`src/rtl/spr_dma_if.sv`:
```
// Bus bundle between the CPU decode, CPU memory and the PPU register port for the OAM DMA engine.
// master = DMA engine side, slave = surrounding system side.
interface spr_dma_if;
  logic        cpu_ce_in;
  logic [15:0] cpu_a_in;
  logic [7:0]  cpu_d_in;
  logic        cpu_r_nw_in;
  logic [7:0]  mem_d_in;
  logic        cpu_rdy_out;
  logic        dma_active_out;
  logic [15:0] mem_a_out;
  logic [2:0]  ri_sel_out;
  logic        ri_ncs_out;
  logic        ri_r_nw_out;
  logic [7:0]  ri_d_out;

  modport master (
    input  cpu_ce_in, cpu_a_in, cpu_d_in, cpu_r_nw_in, mem_d_in,
    output cpu_rdy_out, dma_active_out, mem_a_out,
    output ri_sel_out, ri_ncs_out, ri_r_nw_out, ri_d_out
  );

  modport slave (
    output cpu_ce_in, cpu_a_in, cpu_d_in, cpu_r_nw_in, mem_d_in,
    input  cpu_rdy_out, dma_active_out, mem_a_out,
    input  ri_sel_out, ri_ncs_out, ri_r_nw_out, ri_d_out
  );
endinterface

```
`src/rtl/spr_dma.sv`:
```
// OAM sprite DMA: on a CPU write to the DMA register, halts the CPU and copies
// 256 bytes of CPU page {page,xx} into the PPU OAM data register.
module spr_dma #(
  parameter logic [15:0] DMA_REG_ADDR = 16'h4014,
  parameter logic [2:0]  OAM_SEL      = 3'h4,
  parameter bit          ALIGN_EN     = 1'b1
) (
  input  logic      clk_in,
  input  logic      rst_in,
  spr_dma_if.master bus
);

  localparam logic [2:0] S_IDLE  = 3'd0;
  localparam logic [2:0] S_HALT  = 3'd1;
  localparam logic [2:0] S_ALIGN = 3'd2;
  localparam logic [2:0] S_READ  = 3'd3;
  localparam logic [2:0] S_WRITE = 3'd4;

  logic [2:0]  r_state;
  logic [7:0]  r_page;
  logic [7:0]  r_idx;
  logic        r_parity;
  logic        r_cpu_rdy;
  logic        r_active;
  logic [15:0] r_mem_a;
  logic [2:0]  r_ri_sel;
  logic        r_ri_ncs;
  logic        r_ri_r_nw;
  logic [7:0]  r_ri_d;

  logic w_dma_write;

  assign w_dma_write = !bus.cpu_r_nw_in && (bus.cpu_a_in == DMA_REG_ADDR);

  always_ff @(posedge clk_in or posedge rst_in) begin
    if (rst_in) begin
      r_state   <= S_IDLE;
      r_page    <= 8'h00;
      r_idx     <= 8'h00;
      r_parity  <= 1'b0;
      r_cpu_rdy <= 1'b1;
      r_active  <= 1'b0;
      r_mem_a   <= 16'h0000;
      r_ri_sel  <= 3'h0;
      r_ri_ncs  <= 1'b1;
      r_ri_r_nw <= 1'b1;
      r_ri_d    <= 8'h00;
    end else begin
      // Strobe falls back every clk so it stays one clk wide even with ce tied high.
      r_ri_ncs  <= 1'b1;
      r_ri_r_nw <= 1'b1;
      if (bus.cpu_ce_in) begin
        r_parity <= ~r_parity;
        case (r_state)
          S_IDLE: begin
            if (w_dma_write) begin
              r_page    <= bus.cpu_d_in;
              r_idx     <= 8'h00;
              r_state   <= S_HALT;
              r_cpu_rdy <= 1'b0;
              r_active  <= 1'b1;
            end
          end
          S_HALT: begin
            if (ALIGN_EN && r_parity) begin
              r_state <= S_ALIGN;
            end else begin
              r_state <= S_READ;
              r_mem_a <= {r_page, r_idx};
            end
          end
          S_ALIGN: begin
            r_state <= S_READ;
            r_mem_a <= {r_page, r_idx};
          end
          S_READ: begin
            // ri_d doubles as the read buffer: captured as the read cycle ends.
            r_state   <= S_WRITE;
            r_ri_ncs  <= 1'b0;
            r_ri_r_nw <= 1'b0;
            r_ri_sel  <= OAM_SEL;
            r_ri_d    <= bus.mem_d_in;
          end
          S_WRITE: begin
            r_idx <= r_idx + 8'd1;
            if (r_idx == 8'hFF) begin
              r_state   <= S_IDLE;
              r_cpu_rdy <= 1'b1;
              r_active  <= 1'b0;
            end else begin
              r_state <= S_READ;
              r_mem_a <= {r_page, r_idx + 8'd1};
            end
          end
          default: r_state <= S_IDLE;
        endcase
      end
    end
  end

  assign bus.cpu_rdy_out    = r_cpu_rdy;
  assign bus.dma_active_out = r_active;
  assign bus.mem_a_out      = r_mem_a;
  assign bus.ri_sel_out     = r_ri_sel;
  assign bus.ri_ncs_out     = r_ri_ncs;
  assign bus.ri_r_nw_out    = r_ri_r_nw;
  assign bus.ri_d_out       = r_ri_d;

endmodule
```
`src/flat_wrapper.sv`:
```
// flat-port wrapper written by rule: the top's interface ports become plain ports
module spr_dma_flat 
#(
  parameter logic [15:0] DMA_REG_ADDR = 16'h4014,
  parameter logic [2:0]  OAM_SEL      = 3'h4,
  parameter bit          ALIGN_EN     = 1'b1
)
  (clk_in, rst_in, bus_cpu_ce_in, bus_cpu_a_in, bus_cpu_d_in, bus_cpu_r_nw_in, bus_mem_d_in, bus_cpu_rdy_out, bus_dma_active_out, bus_mem_a_out, bus_ri_sel_out, bus_ri_ncs_out, bus_ri_r_nw_out, bus_ri_d_out);
  spr_dma_if bus_i ();
  input  logic clk_in;
  input  logic rst_in;
  input wire logic [$bits(bus_i.cpu_ce_in)-1:0] bus_cpu_ce_in;
  input wire logic [$bits(bus_i.cpu_a_in)-1:0] bus_cpu_a_in;
  input wire logic [$bits(bus_i.cpu_d_in)-1:0] bus_cpu_d_in;
  input wire logic [$bits(bus_i.cpu_r_nw_in)-1:0] bus_cpu_r_nw_in;
  input wire logic [$bits(bus_i.mem_d_in)-1:0] bus_mem_d_in;
  output wire logic [$bits(bus_i.cpu_rdy_out)-1:0] bus_cpu_rdy_out;
  output wire logic [$bits(bus_i.dma_active_out)-1:0] bus_dma_active_out;
  output wire logic [$bits(bus_i.mem_a_out)-1:0] bus_mem_a_out;
  output wire logic [$bits(bus_i.ri_sel_out)-1:0] bus_ri_sel_out;
  output wire logic [$bits(bus_i.ri_ncs_out)-1:0] bus_ri_ncs_out;
  output wire logic [$bits(bus_i.ri_r_nw_out)-1:0] bus_ri_r_nw_out;
  output wire logic [$bits(bus_i.ri_d_out)-1:0] bus_ri_d_out;
  assign bus_i.cpu_ce_in = bus_cpu_ce_in;
  assign bus_i.cpu_a_in = bus_cpu_a_in;
  assign bus_i.cpu_d_in = bus_cpu_d_in;
  assign bus_i.cpu_r_nw_in = bus_cpu_r_nw_in;
  assign bus_i.mem_d_in = bus_mem_d_in;
  assign bus_cpu_rdy_out = bus_i.cpu_rdy_out;
  assign bus_dma_active_out = bus_i.dma_active_out;
  assign bus_mem_a_out = bus_i.mem_a_out;
  assign bus_ri_sel_out = bus_i.ri_sel_out;
  assign bus_ri_ncs_out = bus_i.ri_ncs_out;
  assign bus_ri_r_nw_out = bus_i.ri_r_nw_out;
  assign bus_ri_d_out = bus_i.ri_d_out;
  spr_dma #(.DMA_REG_ADDR(DMA_REG_ADDR), .OAM_SEL(OAM_SEL), .ALIGN_EN(ALIGN_EN)) u_core (.clk_in(clk_in), .rst_in(rst_in), .bus(bus_i));
endmodule
```
`config.mk`:
```
export PLATFORM = sky130hd
export DESIGN_NAME = spr_dma_flat
export DESIGN_NICKNAME = d
export VERILOG_FILES = /design/src/rtl/spr_dma_if.sv /design/src/rtl/spr_dma.sv /design/src/flat_wrapper.sv
export SDC_FILE = /design/constraint.sdc
export NUM_CORES = 1
export LEC_CHECK = 0
export CORE_MARGIN = 2
export CORE_UTILIZATION = 39
export DETAILED_ROUTE_END_ITERATION = 10
export DONT_BUFFER_PORTS = 1
export GPL_TIMING_DRIVEN = 0
export PLACE_DENSITY_LB_ADDON = 0.12
export SLEW_MARGIN = 10
export SYNTH_ARGS = -nofsm -noshare
export SYNTH_HDL_FRONTEND = slang
export SYNTH_SLANG_ARGS = --single-unit
```
`constraint.sdc`:
```
create_clock -name clk_in -period 2.3 [get_ports clk_in]
set_input_delay 0.23 -clock clk_in [delete_from_list [all_inputs] [get_ports clk_in]]
set_output_delay 0.23 -clock clk_in [all_outputs]
set_load 0.02 [all_outputs]
```
# Yosys cells after proc, flatten, opt, wreduce, memory -nomap -nowiden
# Index checks and enable logic that the tools add are counted.
[word_totals] regBits=48 inputBits=36 output_inout_bits=31 wordCells=50
[op_classes] addsub=1 n_eq_ne=10 n_mux=17 n_bitwise=1 reduce_logical=11
[op_table] cell="16-bit one-hot mux with 3 select lines" n=1
[op_table] cell="16-bit two-way mux" n=2
[op_table] cell="16-bit by 15-bit equality test with 1-bit output (second input constant)" n=1
[op_table] cell="8-bit one-hot mux with 2 select lines" n=1
[op_table] cell="3-bit one-hot mux with 5 select lines" n=1
[op_table] cell="8-bit by 1-bit adder with 8-bit output (second input constant)" n=1
[op_table] cell="8-bit equality test (second input constant)" n=1
[op_table] cell="8-bit two-way mux" n=1
[op_table] cell="4-bit AND reduction" n=2
[op_table] cell="1-bit two-way mux" n=7
[op_table] cell="3-bit by 2-bit equality test with 1-bit output (second input constant)" n=2
[op_table] cell="3-bit AND reduction" n=2
[op_table] cell="2-bit by 1-bit inequality test with 1-bit output (second input constant)" n=2
[op_table] cell="2-bit inequality test (second input constant)" n=2
[op_table] cell="1-bit one-hot mux with 2 select lines" n=2
[op_table] cell="2-bit AND reduction" n=2
[op_table] cell="3-bit by 1-bit equality test with 1-bit output (second input constant)" n=1
[op_table] cell="3-bit equality test (second input constant)" n=1
[op_table] cell="3-bit logical NOT" n=1
[op_table] cell="3-bit two-way mux" n=1
[op_table] cell="3-bit nonzero test" n=1
[op_table] cell="2-bit two-way mux" n=1
[op_table] cell="2-bit nonzero test" n=1
[op_table] cell="1-bit logical AND" n=1
[op_table] cell="2 further kinds" n=2

# Logic depth before layout (Yosys ltp)
# Gate-level depths: netlist of run 1.
[depth] depth_word=4 ltp_mapped=7 mapped_depth_nobuf=5

# Least setup slack after synthesis of run 1
# OpenSTA, ideal clock, no wires.
[synth_path] path_kind="register to register" startpoint="reg u_core.r_state[0]" endpoint="reg u_core.r_idx[0]" setup_time_ns=0.125 arrival_ns=1.712 setup_slack_ns=0.463 path_stages_with_launch=8 n_path_buf=2 synth_period_minus_slack_ns=1.837 path_cell_list="dfrtp_1 -> buf_6 -> or3b_1 -> buf_6 -> inv_2 -> nand2_2 -> o21ai_0 -> mux2_2"
[synth_via] elab_chain_cells=3 elab_cells_between_ends=6
[synth_rtl] element="start: declaration" line="spr_dma.sv:19" rtl="logic [2:0] r_state;"
[synth_rtl] element="start signal: assignment" line="spr_dma.sv:37" rtl="r_state <= S_IDLE;"
[synth_rtl] element="start signal: assignment" line="spr_dma.sv:59" rtl="r_state <= S_HALT;"
[synth_rtl] element="start signal: assignment" line="spr_dma.sv:66" rtl="r_state <= S_ALIGN;"
[synth_rtl] element="3-bit equality test / 3-bit logical NOT (equally long branches)" line="spr_dma.sv:54" rtl="case (r_state)"
[synth_rtl] element="2-bit nonzero test (no line) / 2-bit by 1-bit inequality test with 1-bit output (equally long branches)"
[synth_rtl] element="3-bit AND reduction (no line)"
[synth_rtl] element="end signal: assignment" line="spr_dma.sv:85" rtl="r_idx <= r_idx + 8'd1;"
[synth_rtl] element="end: declaration" line="spr_dma.sv:21" rtl="logic [7:0] r_idx;"
# Several ways; a longest one is shown, not always the timed one.
# A chain may end at the register's enable or synchronous reset.

# Worst setup path in the final report of run 1
[layout_path] startpoint="reg u_core.r_idx[1]" endpoint="reg u_core.r_mem_a[4] (netlist: u_core.bus.mem_a_out[4])"
[layout_via] elab_chain_cells=3 elab_cells_between_ends=6
[layout_rtl] element="8-bit by 1-bit adder with 8-bit output / 8-bit equality test (equally long branches)" line="spr_dma.sv:92, spr_dma.sv:86"
[layout_rtl] element="16-bit two-way mux / 2-bit inequality test (equally long branches)"
[layout_rtl] element="16-bit one-hot mux with 3 select lines / 4-bit AND reduction (equally long branches)"
[layout_rtl] element="end signal: assignment" line="spr_dma.sv:69" rtl="r_mem_a <= {r_page, r_idx};"
[layout_rtl] element="end signal: assignment" line="spr_dma.sv:74" rtl="r_mem_a <= {r_page, r_idx};"
[layout_rtl] element="end signal: assignment" line="spr_dma.sv:92" rtl="r_mem_a <= {r_page, r_idx + 8'd1};"
[layout_rtl] element="end: declaration" line="spr_dma.sv:25" rtl="logic [15:0] r_mem_a;"
# Several ways; a longest one is shown, not always the timed one. The select of a mux whose other input is x is not followed.

==> results.ini, run 1 <==
[timing]
timing.final.crit_share_pct = 91.4
drv_slew = 0
layout_min_cycle_time_ns = 2.10
fin_worst_skew_ns = 0.00740
slew_headroom_pct = 51.8
fmax_mhz = 476
rsz0062_at_grt = false
tightest_slew_ns = 0.718
finalHoldViolations = 0
tns_ns = 0
setup_violations = 0

[floorplan]
io_pins = 67
dieArea_um2 = 6520
start_util_pct = 40.9
placeableCoreArea_um2 = 5610
die_w_um = 80.7
rows = 27
die_y_um = 80.7

[routing]
dr_wl_met3_um = 272
antenna_left = 0
via_per_inst = 5.34
dr.pass1.iters = 4
routed_wl_um = 4420
met1_length_um = 1830
route.met2.wl_um = 2260
first_iter_violations = 84
routed.top_layer = met4
drc_errors = 0
wire_per_inst_um = 16.1
vias = 1462

[layout]
insertedDiodeCount = 0
final_util_pct = 45.6
ff_latch_area_um2 = 1200
final_common_cell = dfrtp_1
nFillCells = 550
mostFrequentLayoutCells = 46 x dfrtp_1, 23 x mux2_2, 13 x nand2_1, 9 x mux2_4, 8 x nor2_1
syn_to_final_growth_pct = 11.4
drive_gt1_share_pct = 31.2
multi_input_area_um2 = 975
layout.nets = 239

[yosys]
ys_warn_count = 0
syn_area_per_cell_um2 = 12.0
yosysSeqAreaShare_pct = 52.4
synth_cell_types = 43
yosysTopAreaCell = dfrtp_1
yosys-top-cells-area = dfrtp_1 50%, mux2_2 11%, mux2_4 5.9%, dfstp_2 2.3%, nand2_1 2.1%
netlist_area_um2 = 2300
synth_top_area_share_pct = 50.1
yosys_register_bits = 48
syn_inst = 191

[power_and_ir_drop]
p_per_area_nw_per_um2 = 1080
power_mw = 2.76
p_leak_nw = 1.16
peakVddDrop_v = 0.000567

[run]
max_cap_viol_count = 0

[hold_path]
hold_class = primary input to register
worstHoldStart = bus_mem_d_in[1]
hold_path_end = u_core.bus.ri_d_out[1]
whs_path_depth = 1

[setup_path]
rrSetupSlack_ns = 0.20
cp_max_fo = 10
r2r-end = u_core.bus.mem_a_out[4]
reg2regPathDepth = 6
crit_arrival_ns = 2.30
end_kind = register
path_class = register to register
required_ns = 2.49
cp-start-kind = register
r2r_start = u_core.r_idx[1]

[status]
run_status = completed

[grt]
grt_pass1_vias = 1540
antenna_found_initial = 0
grt_pass1_wl_um = 7190
grt-ovfl-total = 0
grt_usage_pct = 14.5
grt_max_degree = 28

[clock_network]
cts_buffer_depth = 2
postCtsSetupBuffers = 0
cts_sinks = 48
path_clk_slew_ns = 0.09
ctsResizeCount = 0
cts_buffers = 5
cts_root_buffer = clkbuf_8
clock_latency_ns = 0.30
htreeDepth = 2
cts_tree = done
hold_buffers = 1

[placed_design]
hpwlAfterDp_um = 3250
io_buffers = 0
gp_congestion = 0.768

routing by layer:
layer  up-vias  GRT usage [%]
li1        691              -
met1       727           18.4
met2        39           23.7
met3         5           4.49
met4         0           5.08
met5         -              0
state kept, by name (all words and copies together), names as in the netlist, 3 cells and up:
signal,cells
u_core.r_state,3
u_core.bus.mem_a_out,16
u_core.bus.ri_d_out,8
u_core.r_idx,8
u_core.r_page,8
critical path, stage by stage (launching register included):
cell	delay (ns)
dfrtp_1	0.42
ha_1	0.29
and3_1	0.27
a21oi_2	0.08
o21ai_2	0.38
buf_6	0.24
mux2_4	0.31
power breakdown:
part           switching [mW]  internal [mW]
clock network           0.294          0.438
registers               0.291           1.03
logic                   0.340          0.364
total                   0.925           1.83
how the worst max path moves through the flow:
stage | startpoint | to | slack, ns | cells after the start
detailed placement | u_core.r_idx[1] | u_core.bus.mem_a_out[4] | 0.17 | 6
floorplan | u_core.r_state[0] | u_core.r_idx[0] | 0.46 | 7
CTS | u_core.r_idx[1] | u_core.bus.mem_a_out[4] | 0.17 | 6
finish | u_core.r_idx[1] | u_core.bus.mem_a_out[4] | 0.20 | 6
global route | u_core.r_idx[1] | u_core.bus.mem_a_out[4] | 0.05 | 6
global placement | u_core.r_idx[1] | u_core.bus.mem_a_out[4] | 0.19 | 6
synthesized netlist by cell type, drive strengths merged:
library cell and number:
o21a 2, buf 12, ha 2, o21ai 8, o22ai 1, conb 1
nand4 3, clkbuf 2, a31o 2, o31ai 2, nor3 6, a21oi 3
mux2i 3, o311ai 1, dfrtp 46, and3 2, nor2 8, a32o 3
inv 7, a31oi 2, or3b 2, nand2 14, nand3 6, o221ai 2
or3 1, mux2 32, nor2b 3, nor4b 3, xor2 4, dfstp 2
and4 1, nand2b 2, xnor2 3
cell type report:
class / count / share of cell area [%]
inverter: 7 / 1.03
clock buffer: 5 / 2.69
buffer: 14 / 3.72
tap: 72 / 3.52
timing repair buffer: 2 / 1.17
sequential: 48 / 47.1
multi-input combinational: 123 / 38.1
clock inverter: 3 / 2.69
through the flow:
step	cells	instance area [µm²]	hold slack (ns)	setup WS, ns
2_1_floorplan	192	2300	0.380	0.463
4_1_cts	274	2560	0.0630	0.171
3_3_place_gp	264	2390	0.381	0.195
5_1_grt	274	2560	0.0561	0.0476
3_5_place_dp	265	2410	0.165	0.172
6_report	274	2560	0.0703	0.197
logic make-up after synthesis:
logic type / Yosys count / share of synthesized area, %
AOI/OAI and AO/OA: 26 / 8.07
adders and majority gates: 2 / 1.09
xor gates and xnor gates: 7 / 2.67
other: 1 / 0.163
DFF: 48 / 52.4
and+or+nand+nor: 51 / 11.8
buffers and inverters: 21 / 5.29
muxes: 35 / 18.5
Note: power is estimated with default switching activity, not from simulation.
==> run 2, diff against run 1 <==
Settings changed: CORE_UTILIZATION 39 to 38, CTS_BUF_LIST set to sky130_fd_sc_hd__clkbuf_8.
==> run 2 against run 1 <==
Combinational power fell by 0.7%. Hold slack improved by 0.0087 ns. Global-route usage barely moved. Clock power fell by 19%. Sequential share of layout area rose by 0.49 points. Via count fell by 0.55%. Core utilization fell by 2.6 points.
==> results.ini, run 2 (same netlist as run 1, synthesis figures left out) <==
[hold_path]
hold_class = primary input to register
hold_path_end = u_core.bus.ri_d_out[2]
whs_path_depth = 1
worstHoldStart = bus_mem_d_in[2]

[placed_design]
gp_congestion = 0.749
dp_cells = 268
io_buffers = 0
dpl-instance-area_um2 = 2410
hpwlAfterDp_um = 3210

[routing]
drc_errors = 0
dr.pass1.iters = 4
via_per_inst = 5.25
vias = 1454
routed_wl_um = 4390
wire_per_inst_um = 15.9
first_iter_violations = 63
antenna_left = 0

[power_and_ir_drop]
p_leak_nw = 1.15
p_per_area_nw_per_um2 = 1030
peakVddDrop_v = 0.000618

[timing]
layout_min_cycle_time_ns = 2.11
fmax_mhz = 475
setup_violations = 0
timing.final.crit_share_pct = 91.6
finalHoldViolations = 0
tightest_slew_ns = 0.832
rsz0062_at_grt = false
tns_ns = 0
fin_worst_skew_ns = 0.00320
drv_slew = 0
slew_headroom_pct = 44.2

[grt]
use_met2_pct = 24.1
gr-usage-met1_pct = 17.3
grt_pass1_wl_um = 7330
grt_usage_pct = 14.6
grt-ovfl-total = 0
grt_pass1_vias = 1501
grt_max_degree = 28
busiest_layer = met2
antenna_found_initial = 0
met3_usage_pct = 5.71

[setup_path]
reg2regPathDepth = 5
path_class = register to register
r2r_start = u_core.r_state[0]
required_ns = 2.48
cp_max_fo = 9
r2r-end = u_core.r_page[6]
max_stage_delay_ns = 0.64
crit_arrival_ns = 2.29
path_cells = buf_6 > nor3_1 > nand2_1 > nor3_2 > mux2_2
rrSetupSlack_ns = 0.19
cp-start-kind = register
end_kind = register
cpMaxStageDelayCell = nor3_2

[layout]
layout.nets = 239
drive_gt1_share_pct = 30.7
final_common_cell = dfrtp_1
mostFrequentLayoutCells = 46 x dfrtp_1, 23 x mux2_2, 13 x nand2_1, 9 x mux2_4, 8 x nor2_1
largest_reg_flops = 16
finish.instance_area_um2 = 2530
syn_to_final_growth_pct = 10.2
insertedDiodeCount = 0
fin_cells = 277

[floorplan]
rows = 28
start_util_pct = 39.0
placeableCoreArea_um2 = 5890
dieArea_um2 = 6680
io_pins = 67
die_w_um = 81.7
die_y_um = 81.7

[clock_network]
cts_sinks = 48
ctsResizeCount = 0
htreeDepth = 2
path_clk_slew_ns = 0.08
cts_tree = done
cts_root_buffer = clkbuf_8
cts_buffers = 5
cts_buffer_depth = 2
clock_latency_ns = 0.29

[run]
max_cap_viol_count = 0

[status]
run_status = completed

run 2: changes by cell type in the layout (fill, tap and decap cells not counted), sizes merged:
| cell | delta |
|---|---|
| bufinv | -1 |
| clkinv | +1 |
run 2: per-layer routing:
layer | part of all wire [%] | up-vias
li1 | - | 690
met4 | 0.57 | 0
met2 | 52 | 33
met5 | 0 | -
met1 | 42 | 729
met3 | 5.9 | 2
run 2: where the power goes:
group / leakage [nW] / internal [mW] / switching, mW
Clock: 0.0593 / 0.318 / 0.271
Sequential: 0.613 / 1.03 / 0.294
Combinational: 0.481 / 0.364 / 0.334
run 2: cell type report:
cell class	instances	area, µm²
fillers	562	3350
flip-flops and latches	48	1200
multi-input cells	123	975
plain buffers	14	95.1
well taps	75	93.8
clock buffers	5	68.8
clock inverters	3	38.8
repair buffers	2	30.0
inverters	7	26.3
run 2: stage by stage:
step / total power, mW / utilization [%] / hold WS, ns / worst slack, ns
global placement: 2.02 / 40.7 / 0.382 / 0.189
floorplan: 1.90 / - / 0.380 / 0.463
CTS: 2.66 / 43.0 / 0.0621 / 0.174
global route: 2.79 / 43.0 / 0.0485 / 0.0531
detailed placement: 2.05 / 41.0 / 0.156 / 0.186
finish: 2.61 / 43.0 / 0.0790 / 0.193
run 2: worst max-delay path by stage:
stage | from | to | slack [ns] | cells after the start
after floorplan | u_core.r_state[0] | u_core.r_idx[0] | 0.46 | 7
after global placement | u_core.r_idx[1] | u_core.bus.mem_a_out[4] | 0.19 | 6
after detailed placement | u_core.r_idx[1] | u_core.bus.mem_a_out[2] | 0.19 | 6
after CTS | u_core.r_idx[1] | u_core.bus.mem_a_out[5] | 0.17 | 6
after global routing | u_core.r_idx[0] | u_core.bus.mem_a_out[6] | 0.05 | 6
final | u_core.r_state[0] | u_core.r_page[6] | 0.19 | 5
run 2: critical path: cells and delay by family, from the launching register on:
family                 cells  cell delay [ns]
buffers and inverters      1             0.13
and+or+nand+nor            3             1.06
DFF                        1             0.38
muxes                      1             0.42
run 2: repair_timing:
item / in CTS / in global routing
buffers inserted: 0 / 0
endpoints found under the hold margin: 20 / 0
hold buffers: 1 / 0
